==> src/rtl/sd_resp_rx.sv <==
// sd_resp_rx: SD CMD-line response receiver; optional CRC7 check enabled by macro SD_RSP_CRC_CHECK_EN
module sd_resp_rx #(
  parameter int TIMEOUT_CYCLES = 64
) (
  input  logic         clk,
  input  logic         reset,
  input  logic         cmd_in,
  input  logic         start,
  input  logic [2:0]   resp_type,
  input  logic [5:0]   cmd_index,
  output logic         busy,
  output logic         done,
  output logic         timeout_err,
  output logic         crc_err,
  output logic         end_err,
  output logic         index_err,
  output logic [127:0] long_out,
  output logic [31:0]  ocr_out,
  output logic [15:0]  rca_out,
  output logic [63:0]  stat_out,
  output logic         cid_en,
  output logic         csd_en,
  output logic         ocr_en,
  output logic         rca_en,
  output logic         stat_en
);
  localparam int CW = $clog2(TIMEOUT_CYCLES + 1);
  typedef enum logic [1:0] {IDLE, WAIT, RECV, FINISH} state_t;
  state_t state, next_state;
  logic [2:0] rtype;
  logic [5:0] idx;
  logic [CW-1:0] cnt;
  logic [7:0] pos;
  logic [133:0] frame;
  logic [134:0] f;
  logic [5:0] chk;
  logic long_f, last, tmo, tbit, idx_bad, end_bad, crc_bad, ok;

  assign busy = state != IDLE;

  // Frame view including the bit on the line now, plus end-of-frame checks
  always_comb begin
    long_f = rtype == 3'd1 || rtype == 3'd2;
    f = {frame, cmd_in};
    last = state == RECV && pos == (long_f ? 8'd135 : 8'd47);
    tmo = state == WAIT && cmd_in && cnt == CW'(TIMEOUT_CYCLES - 1);
    tbit = long_f ? f[134] : f[46];
    chk = long_f ? f[133:128] : f[45:40];
    idx_bad = tbit | ((rtype == 3'd0 || rtype == 3'd4) ? chk != idx : chk != 6'h3f);
    end_bad = ~cmd_in;
    ok = !idx_bad && !end_bad && !crc_bad;
  end

`ifdef SD_RSP_CRC_CHECK_EN
  logic [6:0] crc;
  logic fb, covered;
  assign fb = crc[6] ^ cmd_in;
  assign covered = state == RECV && (long_f ? pos >= 8'd8 && pos <= 8'd127 : pos <= 8'd39);
  assign crc_bad = rtype != 3'd3 && crc != f[7:1];
  // Serial CRC7 (x^7+x^3+1); the start bit is zero so seeding with 0 while waiting covers it
  always_ff @(posedge clk or negedge reset) begin
    if (!reset) crc <= '0;
    else if (state == WAIT) crc <= '0;
    else if (covered) crc <= {crc[5:3], crc[2] ^ fb, crc[1:0], fb};
  end
`else
  assign crc_bad = 1'b0;
`endif

  // State register
  always_ff @(posedge clk or negedge reset) begin
    if (!reset) state <= IDLE;
    else state <= next_state;
  end

  // Next-state logic
  always_comb begin
    next_state = state;
    case (state)
      IDLE:    next_state = start ? (resp_type > 3'd4 ? FINISH : WAIT) : IDLE;
      WAIT:    next_state = !cmd_in ? RECV : tmo ? FINISH : WAIT;
      RECV:    next_state = last ? FINISH : RECV;
      default: next_state = IDLE;
    endcase
  end

  // Datapath: counters, frame shift, error flags, register-file data and strobes
  always_ff @(posedge clk or negedge reset) begin
    if (!reset) begin
      rtype <= '0;
      idx <= '0;
      cnt <= '0;
      pos <= '0;
      frame <= '0;
      done <= 1'b0;
      {timeout_err, crc_err, end_err, index_err} <= '0;
      {cid_en, csd_en, ocr_en, rca_en, stat_en} <= '0;
      long_out <= '0;
      ocr_out <= '0;
      rca_out <= '0;
      stat_out <= '0;
    end else begin
      done <= 1'b0;
      {cid_en, csd_en, ocr_en, rca_en, stat_en} <= '0;
      if (state == IDLE && start) begin
        rtype <= resp_type;
        idx <= cmd_index;
        cnt <= '0;
        {timeout_err, crc_err, end_err, index_err} <= '0;
        done <= resp_type > 3'd4;
      end
      if (state == WAIT) begin
        cnt <= cnt + 1'b1;
        pos <= 8'd1;
        frame <= '0;
        timeout_err <= tmo;
        done <= tmo;
      end
      if (state == RECV) begin
        frame <= f[133:0];
        pos <= pos + 8'd1;
        if (last) begin
          done <= 1'b1;
          index_err <= idx_bad;
          end_err <= end_bad;
          crc_err <= crc_bad;
          cid_en <= ok && rtype == 3'd1;
          csd_en <= ok && rtype == 3'd2;
          ocr_en <= ok && rtype == 3'd3;
          rca_en <= ok && rtype == 3'd4;
          stat_en <= ok && (rtype == 3'd0 || rtype == 3'd4);
          if (ok && long_f) long_out <= {f[127:1], 1'b1};
          if (ok && rtype == 3'd3) ocr_out <= f[39:8];
          if (ok && rtype == 3'd4) rca_out <= f[39:24];
          if (ok && (rtype == 3'd0 || rtype == 3'd4)) stat_out <= {26'b0, f[45:40], f[39:8]};
        end
      end
    end
  end
endmodule
==> config.mk <==
export PLATFORM = sky130hd
export DESIGN_NAME = sd_resp_rx
export DESIGN_NICKNAME = d
export VERILOG_FILES = /design/src/rtl/sd_resp_rx.sv
export SDC_FILE = /design/constraint.sdc
export NUM_CORES = 1
export LEC_CHECK = 0
export BUFFER_PORTS_ARGS = -buffer_cell sky130_fd_sc_hd__buf_2
export CAP_MARGIN = 20
export CORE_UTILIZATION = 53
export DETAILED_ROUTE_END_ITERATION = 10
export MAX_ROUTING_LAYER = met4
export PLACE_DENSITY_LB_ADDON = 0.1
export SYNTH_ARGS = -nofsm -noshare
export SYNTH_HDL_FRONTEND = slang
export SYNTH_SLANG_ARGS = --single-unit
==> constraint.sdc <==
create_clock -name clk -period 5.53 [get_ports clk]
set_input_delay 0.553 -clock clk [delete_from_list [all_inputs] [get_ports clk]]
set_output_delay 0.553 -clock clk [all_outputs]
set_load 0.05 [all_outputs]
== Word level (Yosys, flattened, before mapping) ==
Cells that the tools add are included.
Word-level totals
  register bits: 384
  output and inout port bits: 251
  word-level logic and storage cells: 99
Operators by class
  $add $sub $neg: 2
  $lt $le $gt $ge: 1
  equal/unequal tests: 10
  mux-type cells: 41
  bitwise gates (word level): 2
  reduce and logical (&&, ||, !) cells: 23
Operator list (count)
  134-bit two-way mux: 2
  1-bit two-way mux: 28
  8-bit two-way mux: 3
  7-bit two-way mux: 2
  3-bit AND reduction: 4
  1-bit logical AND: 11
  8-bit by 1-bit adder with 8-bit output, second input constant: 1
  8-bit == test: 1
  2-bit two-way mux: 4
  7-bit by 1-bit adder with 7-bit output, second input constant: 1
  7-bit by 6-bit == test with 1-bit output, second input constant: 1
  3-bit by 2-bit == test with 1-bit output, second input constant: 2
  6-bit two-way mux: 1
  6-bit != test: 1
  6-bit != test, second input constant: 1
  2-bit case mux with 3 select lines: 1
  2-bit nonzero test: 3
  3-bit by 1-bit == test with 1-bit output, second input constant: 1
  3-bit == test, second input constant: 1
  3-bit > comparator, second input constant: 1
  3-bit logical NOT: 1
  2-bit by 1-bit == test with 1-bit output, second input constant: 1
  2-bit == test, second input constant: 1
  2-bit logical NOT: 1
  4 further kinds: 5

== Logic depth before layout (Yosys ltp) ==
  depth after elaboration: 11
  mapped depth: 11
  depth with buffers taken out: 8

== Least setup slack after synthesis ==
OpenSTA, ideal clock, no wires.
  path type: register to register
  start: register state[0]
  end: register long_out[10]
  arrival: 2.432 ns
  required time: 5.402 ns
  setup slack: 2.971 ns
  stages on the path, launching flop included: 12
  buffers on the path: 3
  cell sequence: dfrtp_1 inv_1 ha_1 buf_2 inv_1 nor4_1 o21ai_1 nor4_4 nand3_1 buf_2 buf_2 mux2_1
On the way
  cells in the longest elaborated chain, start to end: 3
Ends and longest elaborated chain
  from (decl): RTL line 29  | state_t state, next_state;
  from (signal assigned): RTL line 73  | else state <= next_state;
  2-bit == test *: RTL line 45, 119
  1-bit logical AND: RTL line 45  | last = state == RECV && pos == (long_f ? 8'd135 : 8'd47);
  3-bit AND reduction (no source line) *
  to (signal assigned): RTL line 132  | if (ok && long_f) long_out <= {f[127:1], 1'b1};
  to (decl): RTL line 17  | output logic [127:0] long_out,
Mark *: on every way between the ends. The rest lies on a longest branch, timed or not.
A chain may end at the register's enable or synchronous reset.

== Worst setup path in the final report ==
  start: register state[0]
  end: register long_out[66]
The elaborated chain is that of the path after synthesis.

==> summary.md <==
| Metric | Value |
|---|---|
| Kind of critical path | reg -> reg |
| Final ANT Viol Nets | 0 |
| GPL Wtd Cong | 0.8808 |
| Post-place instance area | ~0.017 mm2 |
| CORE AREA | 0.02863 mm2 |
| Antenna violations before repair | 0 |
| HPWL Detailed | 19,390 um |
| Slew HR | 35.15% |
| Hold buffers post-CTS | 0 |
| # diodes | 0 |
| Status | finished clean |
| Post-synthesis instance area | 0.01539 mm2 |
| Most used cell, CP | inv_1 |
| Synth Warn # | 0 |
| CTS sink cnt | 384 |
| CP max stage delay | 0.55 ns |
| Fin. Hold Viols | 0 |
| Startpoint Class | register |
| First-pass GRT wire length | 49,380 um |
| # DRC | 0 |
| Async S/R FF share, synth | 100.0% |
| CP max stage cell | ha_4 |
| Peak supply drop | 0.0003152 V |
| Worst Path Required | 5.92 ns |
| Syn Area/Cell | 12.21 um2 |
| Worst skew pair latency | 0.52 ns |
| Filler cells | 2,340 |
| Share of layout cells above drive strength 1 | 27.75% |
| Worst path bufs/invs | 3 |
| Largest net degree at the start of global routing | 114 |
| Die area | 0.02973 mm2 |
| CTS Buf Count | 40 |
| P&R area growth vs syn | 16.87% |
| Worst-path cell chain | inv_1 -> ha_4 -> inv_1 -> nor4_1 -> o21ai_1 -> nor4_4 -> nand3_4 -> buf_4 -> mux2_1 |
| Initial Util | around 54% |
| Post-CTS Setup Inserts | 0 |
| Main synth FF type | dfrtp_1 |
| Deepest clock path buffer count | 3 |
| Crit-path max FO | 62 |
| DR WL/cell | 16.24 um |
| Die width | between 150 and 200 um |
| FP Rows | 62 |
| Drt first pass iters | 5 |
| Total track usage | 21.60% |
| Max Cap Violations | 0 |
| 1st-iter DRT viols | between 600 and 700 |
| Io pins | 264 |
| EDFF count, synth | 0 |
| Die Y | about 170 um |
| LEAKAGE | 9.406 nW |
| R2R depth | 9 |
| Vias per cell | 5.203 |
| WP data arrival | 3.89 ns |
| Setup TNS Final | 0 ns |
| Register area share after synthesis | 62.43% |
| CTS root buf | clkbuf_16 |
| Fin Clk Skew | 0.01314 ns |
| Reg2reg end | long_out[66]$_DFFE_PN0P_ |
| Worst R2R Start | state[0]$_DFF_PN0_ |
| Slew @ Worst Pin | about 0.97 ns |
| Synth cell types | 49 |
| Total congestion overflow | 0 |
| Number of port buffers | 237 |
| CTS tree | built |
| PwrDens | 368.2 mW/mm2 |
| Core Util, Final | 62.84% |
| Commonest non-fill, non-tap cell in the layout | dfrtp_1 |
| Vias in the first global route | 9,493 |
| Fin crit period | around 3.5 ns |
| Worst-path clk slew | 0.06 ns |
| Crit. End Element | register |
| Cts repair resizes | 0 |
| Highest-count cells in the layout ignoring fill and taps | dfrtp_1, buf_2, nand3_1, o21ai_0, inv_1 |
| Vias | a little under 10k |
| Post-route cell area | approximately 0.018 mm2 |
| R2r setup slk | 2.03 ns |
| Max-slew violations | 0 |
| Tcrit/Tclk final | between 60% and 70% |
| Hold Path Class | in -> async |
| Mapped Cells | 1,261 |
| Endpoints failing setup | 0 |
| RSZ-0062 raised after global routing | no |
| Fmax achieved | 285.5 MHz |
| Total Nets Final | 1,494 |
| Seq cells post-synth | 384 |
| CTS H-tree depth | 2 |
| Top Family by Delay on Critical Path | simple AND/OR/NAND/NOR gates |
| Total wire length | 30,580 um |
worst register-to-register path, cell delays in order (launching register included):
cell and delay (ns):
dfrtp_1 0.40, inv_1 0.16, ha_4 0.55, inv_1 0.12
nor4_1 0.31, o21ai_1 0.33, nor4_4 0.47, nand3_4 0.11
buf_4 0.40, mux2_1 0.53
cells by family (layout without fill, tap and decap cells):
| family | Yosys count | count (layout) | synth area share, % |
|---|---|---|---|
| flops | 384 | 384 | 62.43 |
| fa+ha+maj | 6 | 6 | 0.4877 |
| mux | 223 | 223 | 16.31 |
| simple gates | 216 | 216 | 7.178 |
| xor+xnor | 6 | 6 | 0.3414 |
| other cells | 1 | 26 | 0.02436 |
| compound gates | 180 | 180 | 6.349 |
| buf+inv | 245 | 458 | 6.877 |
worst max path at each step:
stage,startpoint,to,slack (ns),depth (start not counted)
global placement,state[0]$_DFF_PN0_,long_out[77]$_DFFE_PN0P_,2.10,9
floorplan,state[0]$_DFF_PN0_,long_out[10]$_DFFE_PN0P_,2.97,11
detailed placement,state[0]$_DFF_PN0_,long_out[66]$_DFFE_PN0P_,2.01,9
finish,state[0]$_DFF_PN0_,long_out[66]$_DFFE_PN0P_,2.03,9
global route,state[0]$_DFF_PN0_,long_out[66]$_DFFE_PN0P_,1.67,9
CTS,state[0]$_DFF_PN0_,long_out[66]$_DFFE_PN0P_,2.00,9
metrics by stage:
step                      cells  hold WS [ns]  setup WS [ns]  power (mW)
after detailed placement   1817        0.4543          2.005       4.215
after CTS                  1883        0.1313          2.005       6.705
after global placement     1817        0.4494          2.099       4.195
final                      1883       0.05469          2.028       6.623
after floorplan            1286        0.2574          2.971       3.933
after global routing       1883        0.1212          1.671       6.957
power breakdown:
part | leakage, nW | switching [mW] | total, mW | internal (mW)
Sequential | 5.34 | 0.0957 | 2.97 | 2.88
Combinational | 3.49 | 0.956 | 1.18 | 0.225
Clock | 0.585 | 1.03 | 2.47 | 1.44
state kept, by name, indices dropped and copies added, names as in the netlist, 2 cells and up:
signal,cells
ocr_out,32
long_out,128
frame,134
rca_out,16
idx,6
state,2
pos,8
stat_out,38
cnt,7
rtype,3
cell type report:
| type | instances | area (um2) | area share, % |
|---|---|---|---|
| well taps | 384 | 480.5 | 2.671 |
| inverters | 143 | 536.8 | 2.984 |
| clock buffers | 58 | 1150 | 6.392 |
| flip-flops and latches | 384 | 9609 | 53.42 |
| repair buffers | 249 | 1299 | 7.220 |
| multi-input cells | 657 | 4865 | 27.04 |
| clock inverters | 8 | 48.80 | 0.2713 |
layer usage:
metal / global-route usage, % / wire length, um
met5: - / 0
met4: 5.310 / 448
met3: 5.608 / 2201
met2: 33.10 / 14200
met1: 28.79 / 13730
synthesized netlist by cell type (all sizes together) (2+ instances only):
library cell,instances,area (um2)
xnor2,2,17.52
nor3,7,35.03
a22o,2,17.52
o211ai,3,22.52
xor2,4,35.03
nor2,13,48.80
nor2b,3,18.77
nand2b,2,12.51
a31oi,3,18.77
inv,143,536.8
ha,6,75.07
nor4,3,40.04
o31ai,3,22.52
nand3b,2,18.77
o221ai,2,17.52
and3,4,25.02
buf,57,352.8
a211oi,4,30.03
dfrtp,384,9609
o21ai,148,740.7
a21oi,4,20.02
o22ai,3,18.77
clkbuf,45,168.9
nand4,4,25.02
mux2,223,2511
nand3,148,740.7
nand2,23,86.33
or3,2,12.51
No activity file was read; power rests on OpenSTA's default activity.
